File: src/rtl/pc_fetch_stage_if.sv
// -----------------------------------------------------------------------------
// pc_fetch_stage_if
//
// Bundles the fetch stage's signals: the EX-stage redirect inputs, the
// instruction-memory read port, and the IF/ID pipeline register outputs.
//
//   master : the fetch stage itself (drives imem_addr and the IF/ID outputs)
//   slave  : the surrounding pipeline and memory (drives stall, EX redirect
//            inputs and imem_rdata)
//
// Signals:
//   stall              hold PC and IF/ID (load-use hazard)
//   ex_branch_taken    EX resolved a taken branch or jump
//   ex_jalr            the taken transfer is a JALR
//   ex_pc              PC of the EX-stage instruction
//   ex_offset_shifted  branch/JAL immediate, already shifted left by one
//   ex_jalr_target     rs1 + imm for JALR
//   imem_addr          instruction-memory address (= pc)
//   imem_rdata         instruction word, combinational read of imem_addr
//   ifid_pc            PC of the instruction in IF/ID
//   ifid_pc4           ifid_pc + 4
//   ifid_instr         instruction in IF/ID
//   ifid_valid         IF/ID holds a real instruction
//   flush_idex         combinational redirect; downstream squashes ID/EX
//   misalign           one-cycle pulse on a trapped misaligned redirect
//   redirect_count     saturating count of taken redirects
// -----------------------------------------------------------------------------
interface pc_fetch_stage_if;
    logic        stall;
    logic        ex_branch_taken;
    logic        ex_jalr;
    logic [31:0] ex_pc;
    logic [31:0] ex_offset_shifted;
    logic [31:0] ex_jalr_target;
    logic [31:0] imem_addr;
    logic [31:0] imem_rdata;
    logic [31:0] ifid_pc;
    logic [31:0] ifid_pc4;
    logic [31:0] ifid_instr;
    logic        ifid_valid;
    logic        flush_idex;
    logic        misalign;
    logic [15:0] redirect_count;

    modport master (
        input  stall, ex_branch_taken, ex_jalr, ex_pc, ex_offset_shifted,
               ex_jalr_target, imem_rdata,
        output imem_addr, ifid_pc, ifid_pc4, ifid_instr, ifid_valid,
               flush_idex, misalign, redirect_count
    );

    modport slave (
        output stall, ex_branch_taken, ex_jalr, ex_pc, ex_offset_shifted,
               ex_jalr_target, imem_rdata,
        input  imem_addr, ifid_pc, ifid_pc4, ifid_instr, ifid_valid,
               flush_idex, misalign, redirect_count
    );
endinterface

File: src/rtl/pc_fetch_stage.sv
// -----------------------------------------------------------------------------
// pc_fetch_stage
//
// Instruction-fetch stage: owns the program counter, drives the instruction
// memory address and captures the fetched word into the IF/ID register.
// A taken EX-stage branch/jump redirects the PC and bubbles IF/ID; stall
// freezes PC and IF/ID. After reset the stage spends one cycle in BOOT
// before the first fetch is registered. Taken redirects are counted with a
// 16-bit saturating counter.
//
// Ports:
//   clk  rising-edge clock
//   rst  asynchronous, active-low reset
//   fif  pc_fetch_stage_if.master (see interface file for signal list)
//
// Parameters:
//   RESET_PC  PC loaded on reset
//   TRAP_VEC  PC loaded on a misaligned redirect (MISALIGN_TRAP_EN only)
//
// Optional feature macro: MISALIGN_TRAP_EN
//   defined   : a redirect whose target is not word-aligned loads TRAP_VEC
//               and pulses misalign for one cycle
//   undefined : targets are loaded unchanged and misalign is tied low
// -----------------------------------------------------------------------------
module pc_fetch_stage #(
    parameter logic [31:0] RESET_PC = 32'h0000_0000,
    parameter logic [31:0] TRAP_VEC = 32'h0000_0100
) (
    input  logic              clk,
    input  logic              rst,
    pc_fetch_stage_if.master  fif
);

    localparam logic [31:0] NOP = 32'h0000_0013;

    typedef enum logic {
        BOOT = 1'b0,
        RUN  = 1'b1
    } state_t;

    state_t      state_q, state_d;

    logic [31:0] pc_p0,         pc_nxt;
    logic [31:0] ifid_pc_p1,    ifid_pc_nxt;
    logic [31:0] ifid_pc4_p1,   ifid_pc4_nxt;
    logic [31:0] ifid_instr_p1, ifid_instr_nxt;
    logic        vld_p1,        vld_nxt;
    logic [15:0] cnt_q,         cnt_nxt;

    logic        redirect;
    logic [31:0] target_raw;
    logic [31:0] target;
    logic        trap;

    function automatic logic [15:0] sat_inc16(input logic [15:0] v);
        return (v == 16'hFFFF) ? v : v + 16'd1;
    endfunction

    // Redirects are only honoured once the stage is running.
    assign redirect = fif.ex_branch_taken && (state_q == RUN);

    // JALR clears bit 0 of rs1+imm; branches/JAL add the pre-shifted offset
    // to the EX PC, wrapping silently at 2^32.
    assign target_raw = fif.ex_jalr ? (fif.ex_jalr_target & 32'hFFFF_FFFE)
                                    : (fif.ex_pc + fif.ex_offset_shifted);

`ifdef MISALIGN_TRAP_EN
    assign trap = redirect && (target_raw[1:0] != 2'b00);
`else
    assign trap = 1'b0;
`endif

    assign target = trap ? TRAP_VEC : target_raw;

    always_comb begin
        state_d        = state_q;
        pc_nxt         = pc_p0;
        ifid_pc_nxt    = ifid_pc_p1;
        ifid_pc4_nxt   = ifid_pc4_p1;
        ifid_instr_nxt = ifid_instr_p1;
        vld_nxt        = vld_p1;
        cnt_nxt        = cnt_q;

        case (state_q)
            BOOT: begin
                // PC held, nothing fetched; the first fetch happens in RUN.
                state_d = RUN;
            end
            RUN: begin
                state_d = RUN;
                if (redirect) begin
                    // Flush wins over stall; ifid_pc/ifid_pc4 keep their values.
                    pc_nxt         = target;
                    ifid_instr_nxt = NOP;
                    vld_nxt        = 1'b0;
                    cnt_nxt        = sat_inc16(cnt_q);
                end else if (!fif.stall) begin
                    pc_nxt         = pc_p0 + 32'd4;
                    ifid_pc_nxt    = pc_p0;
                    ifid_pc4_nxt   = pc_p0 + 32'd4;
                    ifid_instr_nxt = fif.imem_rdata;
                    vld_nxt        = 1'b1;
                end
            end
            default: state_d = BOOT;
        endcase
    end

    // ---- IF stage: PC / FSM / counter ----
    always_ff @(posedge clk or negedge rst) begin
        if (!rst) begin
            state_q <= BOOT;
            pc_p0   <= RESET_PC;
            cnt_q   <= 16'd0;
        end else begin
            state_q <= state_d;
            pc_p0   <= pc_nxt;
            cnt_q   <= cnt_nxt;
        end
    end

    // ---- IF/ID boundary ----
    always_ff @(posedge clk or negedge rst) begin
        if (!rst) begin
            ifid_pc_p1    <= 32'd0;
            ifid_pc4_p1   <= 32'd0;
            ifid_instr_p1 <= NOP;
            vld_p1        <= 1'b0;
        end else begin
            ifid_pc_p1    <= ifid_pc_nxt;
            ifid_pc4_p1   <= ifid_pc4_nxt;
            ifid_instr_p1 <= ifid_instr_nxt;
            vld_p1        <= vld_nxt;
        end
    end

`ifdef MISALIGN_TRAP_EN
    logic misalign_q;

    always_ff @(posedge clk or negedge rst) begin
        if (!rst) begin
            misalign_q <= 1'b0;
        end else begin
            misalign_q <= trap;
        end
    end

    assign fif.misalign = misalign_q;
`else
    assign fif.misalign = 1'b0;
`endif

    assign fif.imem_addr      = pc_p0;
    assign fif.ifid_pc        = ifid_pc_p1;
    assign fif.ifid_pc4       = ifid_pc4_p1;
    assign fif.ifid_instr     = ifid_instr_p1;
    assign fif.ifid_valid     = vld_p1;
    assign fif.flush_idex     = redirect;
    assign fif.redirect_count = cnt_q;

endmodule
File: src/flat_wrapper.sv
// flat-port wrapper written by rule: the top's interface ports become plain ports
module pc_fetch_stage_flat 
#(
    parameter logic [31:0] RESET_PC = 32'h0000_0000,
    parameter logic [31:0] TRAP_VEC = 32'h0000_0100
)
  (clk, rst, fif_stall, fif_ex_branch_taken, fif_ex_jalr, fif_ex_pc, fif_ex_offset_shifted, fif_ex_jalr_target, fif_imem_rdata, fif_imem_addr, fif_ifid_pc, fif_ifid_pc4, fif_ifid_instr, fif_ifid_valid, fif_flush_idex, fif_misalign, fif_redirect_count);
  pc_fetch_stage_if fif_i ();
  input  logic clk;
  input  logic rst;
  input wire logic [$bits(fif_i.stall)-1:0] fif_stall;
  input wire logic [$bits(fif_i.ex_branch_taken)-1:0] fif_ex_branch_taken;
  input wire logic [$bits(fif_i.ex_jalr)-1:0] fif_ex_jalr;
  input wire logic [$bits(fif_i.ex_pc)-1:0] fif_ex_pc;
  input wire logic [$bits(fif_i.ex_offset_shifted)-1:0] fif_ex_offset_shifted;
  input wire logic [$bits(fif_i.ex_jalr_target)-1:0] fif_ex_jalr_target;
  input wire logic [$bits(fif_i.imem_rdata)-1:0] fif_imem_rdata;
  output wire logic [$bits(fif_i.imem_addr)-1:0] fif_imem_addr;
  output wire logic [$bits(fif_i.ifid_pc)-1:0] fif_ifid_pc;
  output wire logic [$bits(fif_i.ifid_pc4)-1:0] fif_ifid_pc4;
  output wire logic [$bits(fif_i.ifid_instr)-1:0] fif_ifid_instr;
  output wire logic [$bits(fif_i.ifid_valid)-1:0] fif_ifid_valid;
  output wire logic [$bits(fif_i.flush_idex)-1:0] fif_flush_idex;
  output wire logic [$bits(fif_i.misalign)-1:0] fif_misalign;
  output wire logic [$bits(fif_i.redirect_count)-1:0] fif_redirect_count;
  assign fif_i.stall = fif_stall;
  assign fif_i.ex_branch_taken = fif_ex_branch_taken;
  assign fif_i.ex_jalr = fif_ex_jalr;
  assign fif_i.ex_pc = fif_ex_pc;
  assign fif_i.ex_offset_shifted = fif_ex_offset_shifted;
  assign fif_i.ex_jalr_target = fif_ex_jalr_target;
  assign fif_i.imem_rdata = fif_imem_rdata;
  assign fif_imem_addr = fif_i.imem_addr;
  assign fif_ifid_pc = fif_i.ifid_pc;
  assign fif_ifid_pc4 = fif_i.ifid_pc4;
  assign fif_ifid_instr = fif_i.ifid_instr;
  assign fif_ifid_valid = fif_i.ifid_valid;
  assign fif_flush_idex = fif_i.flush_idex;
  assign fif_misalign = fif_i.misalign;
  assign fif_redirect_count = fif_i.redirect_count;
  pc_fetch_stage #(.RESET_PC(RESET_PC), .TRAP_VEC(TRAP_VEC)) u_core (.clk(clk), .rst(rst), .fif(fif_i));
endmodule
File: config.mk
export PLATFORM = sky130hd
export DESIGN_NAME = pc_fetch_stage_flat
export DESIGN_NICKNAME = d
export VERILOG_FILES = /design/src/rtl/pc_fetch_stage_if.sv /design/src/rtl/pc_fetch_stage.sv /design/src/flat_wrapper.sv
export SDC_FILE = /design/constraint.sdc
export NUM_CORES = 1
export LEC_CHECK = 0
export ABC_AREA = 0
export CAP_MARGIN = 10
export CORE_MARGIN = 3
export CORE_UTILIZATION = 65
export DETAILED_ROUTE_END_ITERATION = 16
export DONT_BUFFER_PORTS = 1
export PLACE_DENSITY = 0.81
export SLEW_MARGIN = 0
export SYNTH_ARGS = -nofsm -noshare
export SYNTH_HDL_FRONTEND = slang
export SYNTH_SLANG_ARGS = --single-unit
File: constraint.sdc
create_clock -name clk -period 5.2 [get_ports clk]
set_input_delay 0.78 -clock clk [delete_from_list [all_inputs] [get_ports clk]]
set_output_delay 0.78 -clock clk [all_outputs]
set_load 0.01 [all_outputs]
==> run_results.csv <==
group,metric,value,unit
critical_path,startpoint_type,"flip-flop",
cells_and_area,syn_to_final_growth,7.76,%
sta,min_period,3.01,ns
sta,timing.hold.ws,0.0553,ns
cells_and_area,fin_cells,1066,
die,start_util,0.678,
cts,cts.sinks,144,
place,hpwl,16.7,mm
critical_path,r2r_slack,2.19,ns
die,core,12200,um^2
power_and_ir_drop,swShare,0.341,
sta,fin_tns_setup,0,ns
critical_path,required,5.48,ns
critical_path,critPathCaptureType,"flip-flop",
critical_path,criticalPathCategory,"flip-flop to flip-flop",
drt,routed_wl,23.2,mm
critical_path,reg2reg_to,"u_core.fif.imem_addr[25]$_DFFE_PN0P_",
sta,hold_viol,0,
cts,post-cts-setup-buffers,0,
sta,rsz0062_at_grt,"false",
place,dpl.cell_count,1033,
die,die_area,14100,um^2
cells_and_area,layout-drive-gt1-share,0.0713,
sta,clock_skew,0.00588,ns
cts,ctsHtreeMaxLevel,4,
global_routing,antenna_found_initial,0,
drt,drc,0,
power_and_ir_drop,p_int,2.40,mW
critical_path,crit_arrival,3.29,ns
global_routing,grt_pass1_wl,37.0,mm
place,port_buffers,0,
yosys,netlist_area,8290,um^2
cts,clk_pin_slew,0.06,ns
power_and_ir_drop,seqPwrFrac,0.475,
cts,tritoncts,"yes",
cts,clk_latency,0.42,ns
yosys,netlist_instances,922,
sta,worst_slack,2.19,ns
yosys,seq_area_frac_synth,0.435,
die,die_x,119,um
yosys,synth_most_common_cell,"nand2_1",
power_and_ir_drop,p_leak,4.08,nW
yosys,ys_warn_count,0,
power_and_ir_drop,total_power,3.64,mW
critical_path,rr_worst_depth,6,
drt,via_per_inst,6.67,
yosys,synth_ff_type,"dfrtp_1",
power_and_ir_drop,ir_drop,251,uV
drt,drt_iter0_drc,700,
yosys,synth.distinct_cells,71,
critical_path,crit_fanout,20,
yosys,async_flop_share,1.00,
sta,setup_violations,0,
yosys,synth_area_leader_cell,"dfrtp_1",
drt,vias,7107,
global_routing,grt_start_max_net_pins,145,
cts,root_buffer,"clkbuf_16",
sta,clock.fmax,0.332,GHz
cts,cts-hold-fix-buffers,0,
yosys,ys_top_cells_by_area,"dfrtp_1 (43%), nand2_1 (9.0%), ha_1 (5.0%), o21ai_0 (4.2%), a21oi_1 (3.7%)",
place,post-place-ws,1.97,ns
cells_and_area,final_nets,1052,
flow_run,max-cap-violations,0,
yosys,synth_edf_count,0,
sta,slew_headroom,0.235,
cts,post_cts_resized,0,
die,fp.dieH,119,um
global_routing,grt_pass1_vias,6876,
cts,cts_buffers,17,
die,ios,280,
die,core.rowCount,40,
sta,drv_slew,0,
yosys,syn-num-nets,1089,
power_and_ir_drop,clock_power_share,0.351,
sta,worst_pin_slew,1.15,ns
yosys,synth.top_cells.by_count,"nand2_1 (199), dfrtp_1 (141), o21ai_0 (69)",
sta,period_share,0.579,
power_and_ir_drop,p_sw,1.24,mW
yosys,synth_top_cell_area_share,0.426,
cts,clockBufferDepth,2,
drt,dr.pass1.iters,6,
status,status,"completed",
global_routing,grt.total_usage,0.326,
power_and_ir_drop,power_frac_comb,0.173,
drt,antenna_left,0,
critical_path,reg2reg_from,"u_core.state_q$_DFF_PN0_",
worst_hold_path,hp-class,"input pin to asynchronous set/reset pin",
cells_and_area,n_antenna_cell,0,
global_routing,overflow,0,
power_and_ir_drop,p_per_area,408,nW/um^2
yosys,syn-mean-instance-area,8.99,um^2
place,gp_congestion,0.950,
yosys,ys_ff_latch,144,
drt,wl_per_cell,21.7,um
## cells by family after synthesis
family / synth area share
AOI/OAI and AO/OA: 0.206
muxes: 0.0112
buffers and inverters: 0.0349
other: 0.000906
and+or+nand+nor: 0.192
DFF: 0.435
adders and majority gates: 0.0523
xor gates and xnor gates: 0.0677
## power groups by stage
stage	clock network (mW)	registers, mW	logic, mW
2_1_floorplan	0	1.62	0.541
3_3_place_gp	0	1.73	0.587
3_5_place_dp	0	1.75	0.614
4_1_cts	1.29	1.73	0.624
5_1_grt	1.35	1.76	0.710
6_report	1.28	1.73	0.631
## area by class of cell
class                   instances  area [um^2]
multi-input cells             709         4410
inverters                      10         37.5
well taps                     168          210
repair buffers                  3         35.0
clock buffers                  19          453
clock inverters                13          176
flip-flops and latches        144         3610
fillers                       942         3280
## cells in the final DEF, fill, tap and decap left out, types with 29 or more instances in the layout
master	count
a22o_1	30
o21ai_0	69
dfrtp_1	141
nor2_1	35
xnor2_1	35
nand2_1	198
nand3_1	32
xor2_1	29
a21oi_1	62
ha_1	33
## sequential cells by signal, indices dropped and copies added, names as in the netlist
register                   cells
u_core.fif.imem_addr          32
u_core.fif.ifid_valid          1
u_core.fif.redirect_count     16
u_core.fif.ifid_pc4           30
u_core.state_q                 1
u_core.fif.ifid_instr         32
u_core.fif.ifid_pc            32
## worst max path at each step
stage                                  start                                   end  slack, ns  cells past startpoint
finish              u_core.state_q$_DFF_PN0_  u_core.fif.imem_addr[25]$_DFFE_PN0P_       2.19                      6
global route        u_core.state_q$_DFF_PN0_  u_core.fif.imem_addr[25]$_DFFE_PN0P_       1.98                      6
CTS                 u_core.state_q$_DFF_PN0_  u_core.fif.imem_addr[25]$_DFFE_PN0P_       2.25                      6
detailed placement  fif_ex_offset_shifted[0]  u_core.fif.imem_addr[26]$_DFFE_PN0P_       1.97                      9
global placement    fif_ex_offset_shifted[0]  u_core.fif.imem_addr[26]$_DFFE_PN0P_       2.03                      9
floorplan           fif_ex_offset_shifted[0]  u_core.fif.imem_addr[28]$_DFFE_PN0P_       2.25                      9
## metal layers
layer / vias up / share of wire / GRT usage / routed length (um)
met5: - / 0 / 0 / 0
li1: 3218 / - / - / -
met2: 426 / 0.47 / 0.512 / 10900
met1: 3415 / 0.40 / 0.434 / 9300
met3: 48 / 0.10 / 0.0988 / 2320
met4: 0 / 0.027 / 0.111 / 616
## metrics by stage
| stage | cell area, um^2 | utilization |
|---|---|---|
| floorplan | 8290 | - |
| global placement | 8280 | 0.678 |
| detailed placement | 8280 | 0.678 |
| CTS | 8910 | 0.730 |
| global route | 8930 | 0.731 |
| finish | 8930 | 0.731 |
## worst max-delay path: stages (launching register included)
cell and delay, ns:
dfrtp_1 0.64, nand2_1 0.46, clkinv_1 0.51, nand2b_1 0.78
nor3_1 0.11, a221oi_1 0.23, nand4_1 0.13
Note: power is estimated with default switching activity, not from simulation.
